### config.mk
export PLATFORM = sky130hd
export DESIGN_NAME = fa_acc_seq
export DESIGN_NICKNAME = d
export VERILOG_FILES = /design/src/rtl/fa_acc_seq.sv
export SDC_FILE = /design/constraint.sdc
export NUM_CORES = 1
export LEC_CHECK = 0
export CAP_MARGIN = 20
export CORE_MARGIN = 3
export CORE_UTILIZATION = 45
export CTS_BUF_LIST = sky130_fd_sc_hd__clkbuf_8
export CTS_CLUSTER_DIAMETER = 80
export DETAILED_ROUTE_END_ITERATION = 7
export DONT_BUFFER_PORTS = 1
export GPL_TIMING_DRIVEN = 1
export SLEW_MARGIN = 15
export SYNTH_ARGS = -nofsm -noshare
export SYNTH_HDL_FRONTEND = slang
export SYNTH_SLANG_ARGS = --single-unit
### constraint.sdc
create_clock -name clk -period 2.4 [get_ports clk]
set_clock_uncertainty 0.1 [all_clocks]
set_input_delay 0.36 -clock clk [delete_from_list [all_inputs] [get_ports clk]]
set_output_delay 0.36 -clock clk [all_outputs]
set_load 0.05 [all_outputs]
### src/rtl/fa_acc_seq.sv
// fa_acc_seq: sums a stream of N FP32 terms by sequencing one add at a time
// through an external single-precision adder (fa) over its v/valid handshake.
// The first term is loaded straight into the accumulator. fa mis-handles zero
// operands, so the sum never starts from 0.0. fa_sum is passed through bit-exact.
module fa_acc_seq #(
  parameter int N     = 8,
  parameter int CNT_W = 4
) (
  input  logic        clk,
  input  logic        rst,
  input  logic        start,
  input  logic [31:0] in_data,
  input  logic        in_valid,
  output logic        in_ready,
  output logic [31:0] fa_a,
  output logic [31:0] fa_b,
  output logic        fa_v,
  input  logic [31:0] fa_sum,
  input  logic        fa_valid,
  output logic [31:0] result,
  output logic        result_valid,
  output logic        busy
);

  localparam int DATA_W = 32;
  localparam logic [CNT_W-1:0] N_C   = CNT_W'(N);
  localparam logic [CNT_W-1:0] ONE_C = CNT_W'(1);

  typedef enum logic [1:0] {
    S_IDLE  = 2'd0,
    S_FIRST = 2'd1,
    S_NEXT  = 2'd2,
    S_WAIT  = 2'd3
  } state_e;

  state_e              state_q, state_d;
  logic [CNT_W-1:0]    cnt_q, cnt_d;
  logic [DATA_W-1:0]   acc_q, acc_d;
  logic [DATA_W-1:0]   fa_a_q, fa_a_d;
  logic [DATA_W-1:0]   fa_b_q, fa_b_d;
  logic [DATA_W-1:0]   result_q, result_d;
  logic                fa_v_q, fa_v_d;
  logic                rv_q, rv_d;
  logic                busy_q, busy_d;
  logic [CNT_W-1:0]    cnt_inc;

  // cnt never exceeds N, and N fits in CNT_W, so this increment cannot wrap
  assign cnt_inc = cnt_q + ONE_C;

  // Next-state and output decode; strobes default low so they last one cycle
  always_comb begin
    state_d  = state_q;
    cnt_d    = cnt_q;
    acc_d    = acc_q;
    fa_a_d   = fa_a_q;
    fa_b_d   = fa_b_q;
    result_d = result_q;
    fa_v_d   = 1'b0;
    rv_d     = 1'b0;
    busy_d   = busy_q;
    in_ready = 1'b0;
    case (state_q)
      S_IDLE: begin
        if (start) begin
          state_d = S_FIRST;
          busy_d  = 1'b1;
          cnt_d   = '0;
        end
      end
      S_FIRST: begin
        in_ready = 1'b1;
        if (in_valid) begin
          acc_d = in_data;
          cnt_d = ONE_C;
          if (N == 1) begin
            result_d = in_data;
            rv_d     = 1'b1;
            busy_d   = 1'b0;
            state_d  = S_IDLE;
          end else begin
            state_d = S_NEXT;
          end
        end
      end
      S_NEXT: begin
        in_ready = 1'b1;
        if (in_valid) begin
          fa_a_d  = acc_q;
          fa_b_d  = in_data;
          fa_v_d  = 1'b1;
          state_d = S_WAIT;
        end
      end
      S_WAIT: begin
        // fa_a/fa_b hold their values here; fa_v drops on the first WAIT edge
        if (fa_valid) begin
          acc_d = fa_sum;
          cnt_d = cnt_inc;
          if (cnt_inc == N_C) begin
            result_d = fa_sum;
            rv_d     = 1'b1;
            busy_d   = 1'b0;
            state_d  = S_IDLE;
          end else begin
            state_d = S_NEXT;
          end
        end
      end
      default: state_d = S_IDLE;
    endcase
  end

  // State and datapath registers with synchronous reset
  always_ff @(posedge clk) begin
    if (rst) begin
      state_q  <= S_IDLE;
      cnt_q    <= '0;
      acc_q    <= '0;
      fa_a_q   <= '0;
      fa_b_q   <= '0;
      result_q <= '0;
      fa_v_q   <= 1'b0;
      rv_q     <= 1'b0;
      busy_q   <= 1'b0;
    end else begin
      state_q  <= state_d;
      cnt_q    <= cnt_d;
      acc_q    <= acc_d;
      fa_a_q   <= fa_a_d;
      fa_b_q   <= fa_b_d;
      result_q <= result_d;
      fa_v_q   <= fa_v_d;
      rv_q     <= rv_d;
      busy_q   <= busy_d;
    end
  end

  assign fa_a         = fa_a_q;
  assign fa_b         = fa_b_q;
  assign fa_v         = fa_v_q;
  assign result       = result_q;
  assign result_valid = rv_q;
  assign busy         = busy_q;

endmodule
* Word-level counts from Yosys, hierarchy flattened
Index checks and enable logic that the tools add are counted.
** Word-level totals
- Flip-flop bits (word level) :: 137
- Input bits :: 69
- Word-level logic and storage cells :: 55
** Operators by class
- $add $sub $neg :: 1
- Eq/ne operators :: 9
- Muxes and demuxes :: 20
- Bitwise gates (word level) :: 3
- Reductions and logical operators :: 13
** Operator list (count)
- two-way mux 32 bit :: 2
- one-hot mux 32 bit (2 select lines) :: 1
- two-way mux 4 bit :: 3
- one-hot mux 4 bit (3 select lines) :: 1
- AND reduction 4 bit :: 3
- two-way mux 2 bit :: 5
- inequality test 2 bit, second input constant :: 5
- one-hot mux 2 bit (4 select lines) :: 1
- two-way mux 1 bit :: 6
- AND reduction 3 bit :: 2
- adder 4 x 1 -> 4 bit, second input constant :: 1
- == test 2 bit, second input constant :: 2
- == test 4 bit, second input constant :: 1
- nonzero test 2 bit :: 2
- OR reduction 2 bit :: 2
- NOT 1 bit :: 3
- nonzero test 3 bit :: 1
- OR reduction 3 bit :: 1
- == test 2 x 1 -> 1 bit, second input constant :: 1
- logical NOT 2 bit :: 1
- one-hot mux 1 bit (2 select lines) :: 1
- AND reduction 2 bit :: 1

* Longest topological paths before layout
Gate-level depths: netlist (run 1).
- Depth after elaboration :: 5
- Depth in mapped cells :: 7
- Depth with buffers taken out :: 6

* Least setup slack after synthesis (run 1)
OpenSTA, ideal clock, no wires.
- Path kind :: reg2reg
- From :: register state_q[1]
- To :: register cnt_q[0]
- Setup time :: 131 ps
- Data arrival time :: 1598 ps
- Setup slack :: 571 ps
- Cell stages (with the launch flop) :: 7
- Path buffers :: 0
- Period minus slack after synthesis :: 1829 ps
- Cells stage by stage :: dfxtp_1 inv_1 ha_1 nor2b_2 or4_1 nor3_1 nor3_1
** Between the ends
- Word-level cells in the longest chain between the ends :: 3
- Elaborated cells on any way between the ends :: 9
- Those cells by class :: eq/ne: 5; mux: 1; reduce/logical: 3
** Ends and longest elaborated chain
- start, declared :: line 36 : state_e state_q, state_d;
- start signal, assigned :: line 126 : state_q <= state_d;
- == test 2 bit (tied with other cells) :: line 62 : case (state_q)
- inequality test 2 bit (no line) / nonzero test 3 bit (equally long branches)
- AND reduction 4 bit (no line)
- end signal, assigned :: line 127 : cnt_q <= cnt_d;
- end, declared :: line 37 : logic [CNT_W-1:0] cnt_q, cnt_d;
Parallel ways exist; a longest one is shown, timed or not.
A chain may end at the register's enable or synchronous reset.

* Final worst setup path (run 1)
- From :: register cnt_q[0]
- To :: register result_q[9], in the netlist result[9]
** Between the ends
- Word-level cells in the longest chain between the ends :: 3
** Ends and longest elaborated chain
- adder 4 x 1 -> 4 bit :: line 48 : assign cnt_inc = cnt_q + ONE_C;
- == test 4 bit :: line 99 : if (cnt_inc == N_C) begin
- AND reduction 3 bit (no line)
- end signal, assigned :: line 131 : result_q <= result_d;
- end, declared :: line 41 : logic [DATA_W-1:0] result_q, result_d;
No other way between the ends.

==> results of run 1 <==
worst max-delay path, delay by kind of cell, from the launching register on:
kind | cells | cell delay, ns
buf+inv | 2 | 0.75
compound gates | 1 | 0.28
mux | 1 | 0.20
flops | 1 | 0.37
fa+ha+maj | 1 | 0.20
simple gates | 2 | 0.24
power groups by stage:
| stage | registers, uW | logic (uW) | clock network, uW |
|---|---|---|---|
| 6_report | 3070 | 1350 | 2090 |
| 5_1_grt | 3120 | 1540 | 2250 |
| 4_1_cts | 3070 | 1360 | 2130 |
| 2_1_floorplan | 3070 | 1040 | 0 |
| 3_5_place_dp | 3130 | 1230 | 0 |
| 3_3_place_gp | 3120 | 1190 | 0 |
placed cells by master (no fill, tap or decap), types with 3 or more instances in the layout:
cell type	n
a211oi_1	32
a21oi_1	68
buf_4	8
bufinv_16	4
clkbuf_8	20
clkinvlp_4	4
dfxtp_1	135
dlygate4sd3_1	78
ha_1	4
inv_1	4
mux2i_1	65
nand2_1	130
nand3_1	3
nor2_1	71
nor3_1	5
cell type report:
type,count,area [um^2],area share (%)
flip-flops and latches,137,2750,41.6
repair buffers,90,920,13.9
well taps,140,175,2.65
clock inverters,10,168,2.54
clock buffers,20,275,4.17
multi-input cells,403,2300,34.9
inverters,4,15.0,0.227
metrics by stage:
stage | hold slack [ns] | setup WS (ns)
5_1_grt | 0.0431 | -0.0106
6_report | 0.0609 | 0.146
4_1_cts | 0.0387 | 0.0140
3_5_place_dp | 0.338 | 0.367
2_1_floorplan | 0.332 | 0.571
3_3_place_gp | 0.331 | 0.481
state kept, by name, indices dropped and copies added (netlist names):
| name | cells |
|---|---|
| acc_q | 32 |
| fa_a | 32 |
| fa_b | 32 |
| result | 32 |
| cnt_q | 4 |
| state_q | 2 |
| busy | 1 |
| fa_v | 1 |
| result_valid | 1 |
kinds of logic after synthesis:
kind of cell	Yosys count	share of synthesized area (%)
AOI/OAI and AO/OA	109	12.5
adders and majority gates	6	1.43
buffers and inverters	48	4.14
and+or+nand+nor	223	17.4
DFF	137	52.2
muxes	65	12.4
final timing paths:
check | cells past startpoint | slack (ns) | to | startpoint
min reg2reg | 2 | 0.35 | fa_a[18]$_SDFFE_PP0P_ | acc_q[18]$_SDFFE_PP0P_
min | 2 | 0.06 | acc_q[25]$_SDFFE_PP0P_ | in_data[25]
max | 7 | 0.15 | result[9]$_SDFFE_PP0P_ | cnt_q[0]$_SDFFE_PP0P_
max reg2reg | 7 | 0.15 | result[9]$_SDFFE_PP0P_ | cnt_q[0]$_SDFFE_PP0P_
per-layer routing:
layer  global-route usage, %  wire [um]  up-vias
met2                    35.8       6790      133
met5                       0          0        -
met4                    6.81        222        0
met1                    24.2       5400     2024
met3                    8.65       1170       20
li1                        -          -     2118
what timing repair did:
action / in CTS / in global routing
hold endpoints to repair: 137 / 0
hold buffers: 79 / 0
setup endpoints to repair: 0 / 33
resized for setup: 0 / 10
==> impl_metrics.py, run 1 <==
metrics = {
    "worst_setup_path": {
        "crit_chain": "ha_2 -> and2_1 -> o2111a_2 -> buf_12 -> mux2i_1 -> nor2_1 -> dlygate4sd3_1",
        "crit_type": "reg2reg",
        "cpMaxStageDelayCell": "dlygate4sd3_1",
        "worst_ep_required_time_ns": 2.62,
        "crit_fanout": 15,
        "worstPathArrival_ns": 2.47,
        "crit_path_end_kind": "register",
        "cp_slowest_stage_delay_ns": 0.56,
        "startpoint_type": "register",
    },
    "final_layout": {
        "final_util_pct": 59.3,
        "n_fill_cell": 969,
        "final_cell_count_no_fill": 804,
        "fin_area_um2": 6600,
        "fin_nets": 728,
        "area_growth_pct": 25.7,
        "layout-drive-gt1-share_pct": 8.13,
        "antennaDiodeCount": 0,
    },
    "status": {
        "status": "finished clean",
    },
    "floorplanning": {
        "chipWidth_um": 114,
        "die_h_um": 114,
        "coreArea_um2": 11100,
        "start_util_pct": 47.2,
        "ios": 169,
        "fp.dieArea_um2": 13000,
        "std_cell_rows": 38,
    },
    "clock_network": {
        "root_buffer": "clkbuf_8",
        "clk-insertion-delay-late_ns": 0.43,
        "clk_pin_slew_ns": 0.08,
        "cts_sinks": 137,
        "cts_max_level": 4,
        "cts_tree": "yes",
        "cts_buffers": 17,
        "cts_setup_buffers": 0,
        "cts_max_path_buffers": 2,
    },
    "detailed_routing": {
        "drc_errors": 0,
        "ant_nets": 0,
        "routed_wl_um": 13600,
        "drt_iter0_drc": 211,
        "vias": 4295,
        "via_per_inst": 5.34,
        "drtPass1Iterations": 4,
        "wl_per_cell_um": 16.9,
    },
    "yosys": {
        "synth_seq_area_share_pct": 52.2,
        "syn_area_um2": 5250,
        "ys_types": 34,
        "synth_top_area_cell": "dfxtp_1",
        "synthArstFlopShare_pct": 0,
        "synth_area_leaders": "dfxtp_1 52%, mux2i_1 12%, nand2_1 9.4%",
        "yosysWarnings": 0,
        "synth_seq_cells": 137,
        "synthCells": 588,
        "synth_nets": 663,
        "yosysMostFrequentCell": "dfxtp_1",
        "synth_edf_count": 0,
        "ys.flop_type": "dfxtp_1",
        "yosys-top-cells-count": "137 x dfxtp_1, 131 x nand2_1, 71 x nor2_1",
        "synth_top_area_share_pct": 52.2,
        "avgSynthCellArea_um2": 8.93,
    },
    "placed_design": {
        "portBuffers": 0,
        "dpl_cell_area_um2": 5320,
        "dp_hpwl_um": 8260,
        "gp_congestion": 0.771,
        "dp_cells": 695,
    },
    "hold_path": {
        "hp-class": "in2reg",
    },
    "global_routing": {
        "grt_max_degree": 104,
        "grt_pass1_wl_um": 21700,
        "grt_pass1_vias": 4330,
        "grtUsageTotal_pct": 21.1,
        "antenna_found_initial": 0,
        "overflow": 0,
    },
    "run": {
        "cap_violations": 0,
    },
    "pwr": {
        "swShare_pct": 33.0,
        "ir_drop_mv": 0.522,
        "p_leak_uw": 0.00232,
        "total_power_uw": 6520,
        "sequentialPowerShare_pct": 47.2,
        "combPwrFrac_pct": 20.8,
        "power_density_nw_per_um2": 987,
        "intPower_uw": 4370,
        "p_sw_uw": 2150,
        "power.share.clock_pct": 32.0,
    },
    "timing": {
        "slew_viol_final": 0,
        "relSlewSlack_pct": 61.2,
        "fin_crit_sh_pct": 93.9,
        "fmaxAchievable_ghz": 0.444,
        "finalHoldViolations": 0,
        "fin_crit_ns": 2.25,
        "rsz0062_at_grt": "true",
        "tightest_slew_ns": 0.582,
        "setup_tns_ns": 0,
        "setup_violations": 0,
    },
}
Power figures use the tool's default switching activity.
==> run 2: changes to the inputs <==
CORE_UTILIZATION = 55   (was 45)
PLACE_DENSITY = 0.73   (was default)
==> run 2 against run 1 <==
  * Register-to-register slack is essentially flat
  * Core utilization increased by 11 points
  * Critical path type unchanged
  * Die area fell by 17%
  * Sequential share of layout area grew 0.44 points
  * Total power down 1.7%
==> impl_metrics.py, run 2 (same netlist as run 1, synthesis figures left out) <==
metrics = {
    "timing": {
        "finalHoldViolations": 0,
        "fmaxAchievable_ghz": 0.442,
        "fin_crit_ns": 2.26,
        "setup_ws_ns": 0.139,
        "fin_crit_sh_pct": 94.2,
        "setup_tns_ns": 0,
        "relSlewSlack_pct": 62.7,
        "tightest_slew_ns": 0.559,
        "slew_viol_final": 0,
        "rsz0062_at_grt": "false",
        "setup_violations": 0,
    },
    "global_routing": {
        "met3_usage_pct": 9.91,
        "grtUsageTotal_pct": 25.2,
        "overflow": 0,
        "antenna_found_initial": 0,
        "grt_max_degree": 104,
        "grt_pass1_vias": 4466,
        "grt_pass1_wl_um": 22100,
        "use_met1_pct": 27.9,
        "grt_util_met2_pct": 43.8,
        "top_usage_layer": "met2",
    },
    "detailed_routing": {
        "wl_per_cell_um": 17.4,
        "via_per_inst": 5.48,
        "routed_wl_um": 13700,
        "drc_errors": 0,
        "vias": 4341,
        "drt_iter0_drc": 215,
        "drtPass1Iterations": 4,
        "ant_nets": 0,
    },
    "worst_setup_path": {
        "worstPathArrival_ns": 2.48,
        "worst_ep_required_time_ns": 2.62,
        "crit_fanout": 17,
        "crit_type": "reg2reg",
        "crit_chain": "ha_2 -> o2111a_2 -> buf_8 -> mux2i_1 -> nor2_1 -> dlygate4sd3_1",
        "path_buf_inv": 2,
        "crit_path_end_kind": "register",
        "cpLargestDelayFamily": "buffers and inverters",
        "cpMaxStageDelayCell": "dlygate4sd3_1",
        "startpoint_type": "register",
        "cp_slowest_stage_delay_ns": 0.54,
    },
    "placed_design": {
        "gp_congestion": 0.735,
        "portBuffers": 0,
        "dp_hpwl_um": 7900,
        "place_ws_ns": 0.286,
    },
    "final_layout": {
        "fin_nets": 725,
        "antennaDiodeCount": 0,
        "final_cell_mix": "135 x dfxtp_1, 130 x nand2_1, 77 x dlygate4sd3_1",
        "area_growth_pct": 24.3,
        "layout-drive-gt1-share_pct": 7.99,
        "layout_commonest_cell": "dfxtp_1",
    },
    "floorplanning": {
        "die_h_um": 104,
        "coreArea_um2": 9240,
        "start_util_pct": 56.8,
        "ios": 169,
        "std_cell_rows": 35,
        "fp.dieArea_um2": 10800,
        "chipWidth_um": 104,
    },
    "pwr": {
        "sequentialPowerShare_pct": 48.1,
        "intPower_uw": 4180,
        "power.share.clock_pct": 30.5,
        "swShare_pct": 34.8,
        "ir_drop_mv": 0.469,
        "power_density_nw_per_um2": 981,
        "combPwrFrac_pct": 21.4,
        "p_leak_uw": 0.00230,
        "p_sw_uw": 2230,
    },
    "clock_network": {
        "clk_pin_slew_ns": 0.09,
        "root_buffer": "clkbuf_8",
        "cts_max_path_buffers": 2,
        "cts_buffers": 17,
        "clk-insertion-delay-late_ns": 0.41,
        "cts_tree": "yes",
        "cts_sinks": 137,
        "cts_max_level": 4,
    },
    "run": {
        "cap_violations": 0,
    },
    "status": {
        "status": "finished clean",
    },
    "hold_path": {
        "hp-class": "in2reg",
    },
}
[run 2: cell types whose count changed in the layout (fill, tap and decap cells not counted)]
cell	delta
dlygate4sd3_1	-1
inv_8	+2
buf_12	-1
clkinvlp_4	-2
buf_8	+1
clkinv_4	+2
inv_6	+3
ha_1	+1
clkbuf_8	-1
ha_2	-1
bufinv_16	-2
buf_4	-2
[run 2: worst paths after layout]
path	start	end	slack [ns]	cells after the start
worst max-delay path	state_q[1]$_SDFFE_PP0P_	result[25]$_SDFFE_PP0P_	0.14	6
worst min-delay path	fa_sum[22]	result[22]$_SDFFE_PP0P_	0.02	2
worst min register to register	acc_q[31]$_SDFFE_PP0P_	fa_a[31]$_SDFFE_PP0P_	0.35	2
worst max register to register	state_q[1]$_SDFFE_PP0P_	result[25]$_SDFFE_PP0P_	0.14	6
[run 2: power groups by stage]
stage | sequential (uW) | clock [uW] | combinational [uW]
final | 3080 | 1950 | 1370
after global routing | 3120 | 2100 | 1530
after CTS | 3080 | 1990 | 1360
after detailed placement | 3130 | 0 | 1220
after global placement | 3110 | 0 | 1170
after floorplan | 3070 | 0 | 1040
[run 2: routing by layer]
layer  wire length, um  up-vias
met1              5380     2041
met4               313        0
met2              6950      160
li1                  -     2114
met3              1100       26
met5                 0        -
[run 2: layout make-up]
type	count	area (um^2)
repair buffers	87	890
fillers	699	2710
clock inverters	13	159
inverters	4	15.0
multi-input cells	403	2300
well taps	129	161
flip-flops and latches	137	2750
clock buffers	19	262
[run 2: timing repair]
action                                  CTS  global route
buffers inserted                          0             0
endpoints found under the setup margin    0             4
hold buffers                             78             0
hold endpoints to repair                137             0
resized for setup                         0             5
[run 2: worst register-to-register path, stage by stage, from the launching register on]
cell	delay, ns
dfxtp_1	0.42
ha_2	0.35
o2111a_2	0.28
buf_8	0.21
mux2i_1	0.22
nor2_1	0.05
dlygate4sd3_1	0.54
[run 2: through the flow]
stage | cells | power, uW | hold WS [ns] | utilization [%] | cell area, um^2
after floorplan | 588 | 4110 | 0.332 | - | 5250
after global placement | 682 | 4280 | 0.332 | 57.3 | 5300
after detailed placement | 682 | 4350 | 0.337 | 57.3 | 5300
after CTS | 792 | 6430 | 0.00514 | 70.5 | 6520
after global routing | 792 | 6760 | 0.00584 | 70.7 | 6530
final | 792 | 6410 | 0.0239 | 70.7 | 6530
==> run 3: changes to the inputs <==
REMOVE_ABC_BUFFERS = 1   (was default)
==> run 3 against run 2 <==
  * Count of clock-buffer cells in the layout fell by 2
  * Routed wire length decreased by 0.61%
  * First-iteration DRC count decreased by 7.0%
  * Core utilization rose by 0.70 points
  * Sequential power about the same
  * Critical path depth is 1 higher
  * Global-route usage up 0.45 points
  * Register-to-register slack got worse by 0.02 ns
  * Critical endpoint is now fa_b[20]$_SDFFE_PP0P_
==> impl_metrics.py, run 3 (same netlist as run 1, synthesis figures left out) <==
metrics = {
    "status": {
        "status": "finished clean",
    },
    "detailed_routing": {
        "drtPass1Iterations": 5,
        "drt_iter0_drc": 200,
        "ant_nets": 0,
        "vias": 4394,
        "via_per_inst": 5.52,
        "routed_wl_um": 13700,
        "wl_per_cell_um": 17.2,
        "drc_errors": 0,
    },
    "floorplanning": {
        "start_util_pct": 56.8,
        "die_h_um": 104,
        "fp.dieArea_um2": 10800,
        "coreArea_um2": 9240,
        "chipWidth_um": 104,
        "std_cell_rows": 35,
        "ios": 169,
    },
    "timing": {
        "setup_violations": 0,
        "setup_tns_ns": 0,
        "fin_crit_ns": 2.28,
        "fin_crit_sh_pct": 95.2,
        "rsz0062_at_grt": "false",
        "slew_viol_final": 0,
        "finalHoldViolations": 0,
        "relSlewSlack_pct": 61.3,
        "tightest_slew_ns": 0.580,
        "setup_ws_ns": 0.115,
        "fmaxAchievable_ghz": 0.438,
    },
    "final_layout": {
        "antennaDiodeCount": 0,
        "final_cell_mix": "137 x dfxtp_1, 130 x nand2_1, 81 x dlygate4sd3_1",
        "final_util_pct": 71.4,
        "layout-drive-gt1-share_pct": 7.50,
        "layout_commonest_cell": "dfxtp_1",
        "area_growth_pct": 25.6,
        "fin_nets": 730,
    },
    "placed_design": {
        "place_ws_ns": 0.420,
        "dp_hpwl_um": 7700,
        "portBuffers": 0,
        "gp_congestion": 0.824,
    },
    "global_routing": {
        "overflow": 0,
        "grt_max_degree": 104,
        "grt_pass1_wl_um": 22700,
        "grtUsageTotal_pct": 25.7,
        "grt_pass1_vias": 4664,
        "antenna_found_initial": 0,
    },
    "worst_setup_path": {
        "crit_path_end_kind": "register",
        "worst_ep_required_time_ns": 2.67,
        "crit_fanout": 40,
        "startpoint_type": "register",
        "crit_type": "reg2reg",
        "worstPathArrival_ns": 2.55,
    },
    "clock_network": {
        "cts_tree": "yes",
        "clk_pin_slew_ns": 0.09,
        "cts_max_path_buffers": 2,
        "root_buffer": "clkbuf_8",
        "cts_buffers": 17,
        "cts_setup_buffers": 0,
        "clk-insertion-delay-late_ns": 0.43,
        "cts_max_level": 4,
        "cts_sinks": 137,
    },
    "pwr": {
        "combPwrFrac_pct": 20.8,
        "power.share.clock_pct": 32.7,
        "p_sw_uw": 2210,
        "swShare_pct": 33.4,
        "ir_drop_mv": 0.540,
        "sequentialPowerShare_pct": 46.5,
        "intPower_uw": 4410,
        "p_leak_uw": 0.00234,
        "total_power_uw": 6630,
        "power_density_nw_per_um2": 1000,
    },
    "hold_path": {
        "hp-class": "in2reg",
    },
    "run": {
        "cap_violations": 0,
    },
}
-- run 3: cell type report --
type	instances	area (um^2)
Inverter	4	15.0
Fill cell	654	2640
Clock buffer	17	234
Sequential cell	137	2740
Clock inverter	14	219
Tap cell	129	161
Timing Repair Buffer	92	925
Multi-Input combinational cell	403	2300
-- run 3: per-stage QoR --
stage / instance area, um^2 / hold WS (ns) / std cells
after CTS: 6590 / 0.0397 / 796
after floorplan: 5050 / 0.326 / 544
after detailed placement: 5290 / 0.338 / 683
after global placement: 5290 / 0.331 / 683
final: 6600 / 0.0643 / 796
after global routing: 6600 / 0.0592 / 796
-- run 3: worst max-delay path, cell delays in order (launching register included) --
cell and delay (ns):
dfxtp_1 0.37, inv_1 0.13, ha_1 0.26, and2_2 0.20, buf_6 0.30, nand2_1 0.12
a21oi_1 0.16, dlygate4sd3_1 0.56
-- run 3: final timing paths --
path | from | to | slack [ns] | cells after the start
hold / removal | in_data[9] | acc_q[9]$_SDFFE_PP0P_ | 0.06 | 2
hold reg to reg | acc_q[3]$_SDFFE_PP0P_ | fa_a[3]$_SDFFE_PP0P_ | 0.35 | 2
setup reg to reg | state_q[0]$_SDFFE_PP0P_ | fa_b[20]$_SDFFE_PP0P_ | 0.12 | 7
setup / recovery | state_q[0]$_SDFFE_PP0P_ | fa_b[20]$_SDFFE_PP0P_ | 0.12 | 7
-- run 3: timing repair --
item                                   CTS  global route
endpoints found under the hold margin  137             0
setup endpoints to repair                0            29
resized for setup                        0             4
hold buffers                            82             0
-- run 3: power groups by stage --
stage	registers [uW]	clock network, uW	logic, uW
3_3_place_gp	3110	0	1180
3_5_place_dp	3130	0	1220
6_report	3080	2170	1380
2_1_floorplan	3070	0	968
5_1_grt	3120	2300	1540
4_1_cts	3080	2210	1360
-- run 3: per-layer routing --
| layer | vias to the layer above | wire length [um] | global-route usage [%] |
|---|---|---|---|
| li1 | 2116 | - | - |
| met1 | 2053 | 5400 | 28.9 |
| met3 | 26 | 1270 | 10.2 |
| met4 | 0 | 255 | 8.93 |
| met5 | - | 0 | 0 |
| met2 | 199 | 6740 | 44.3 |
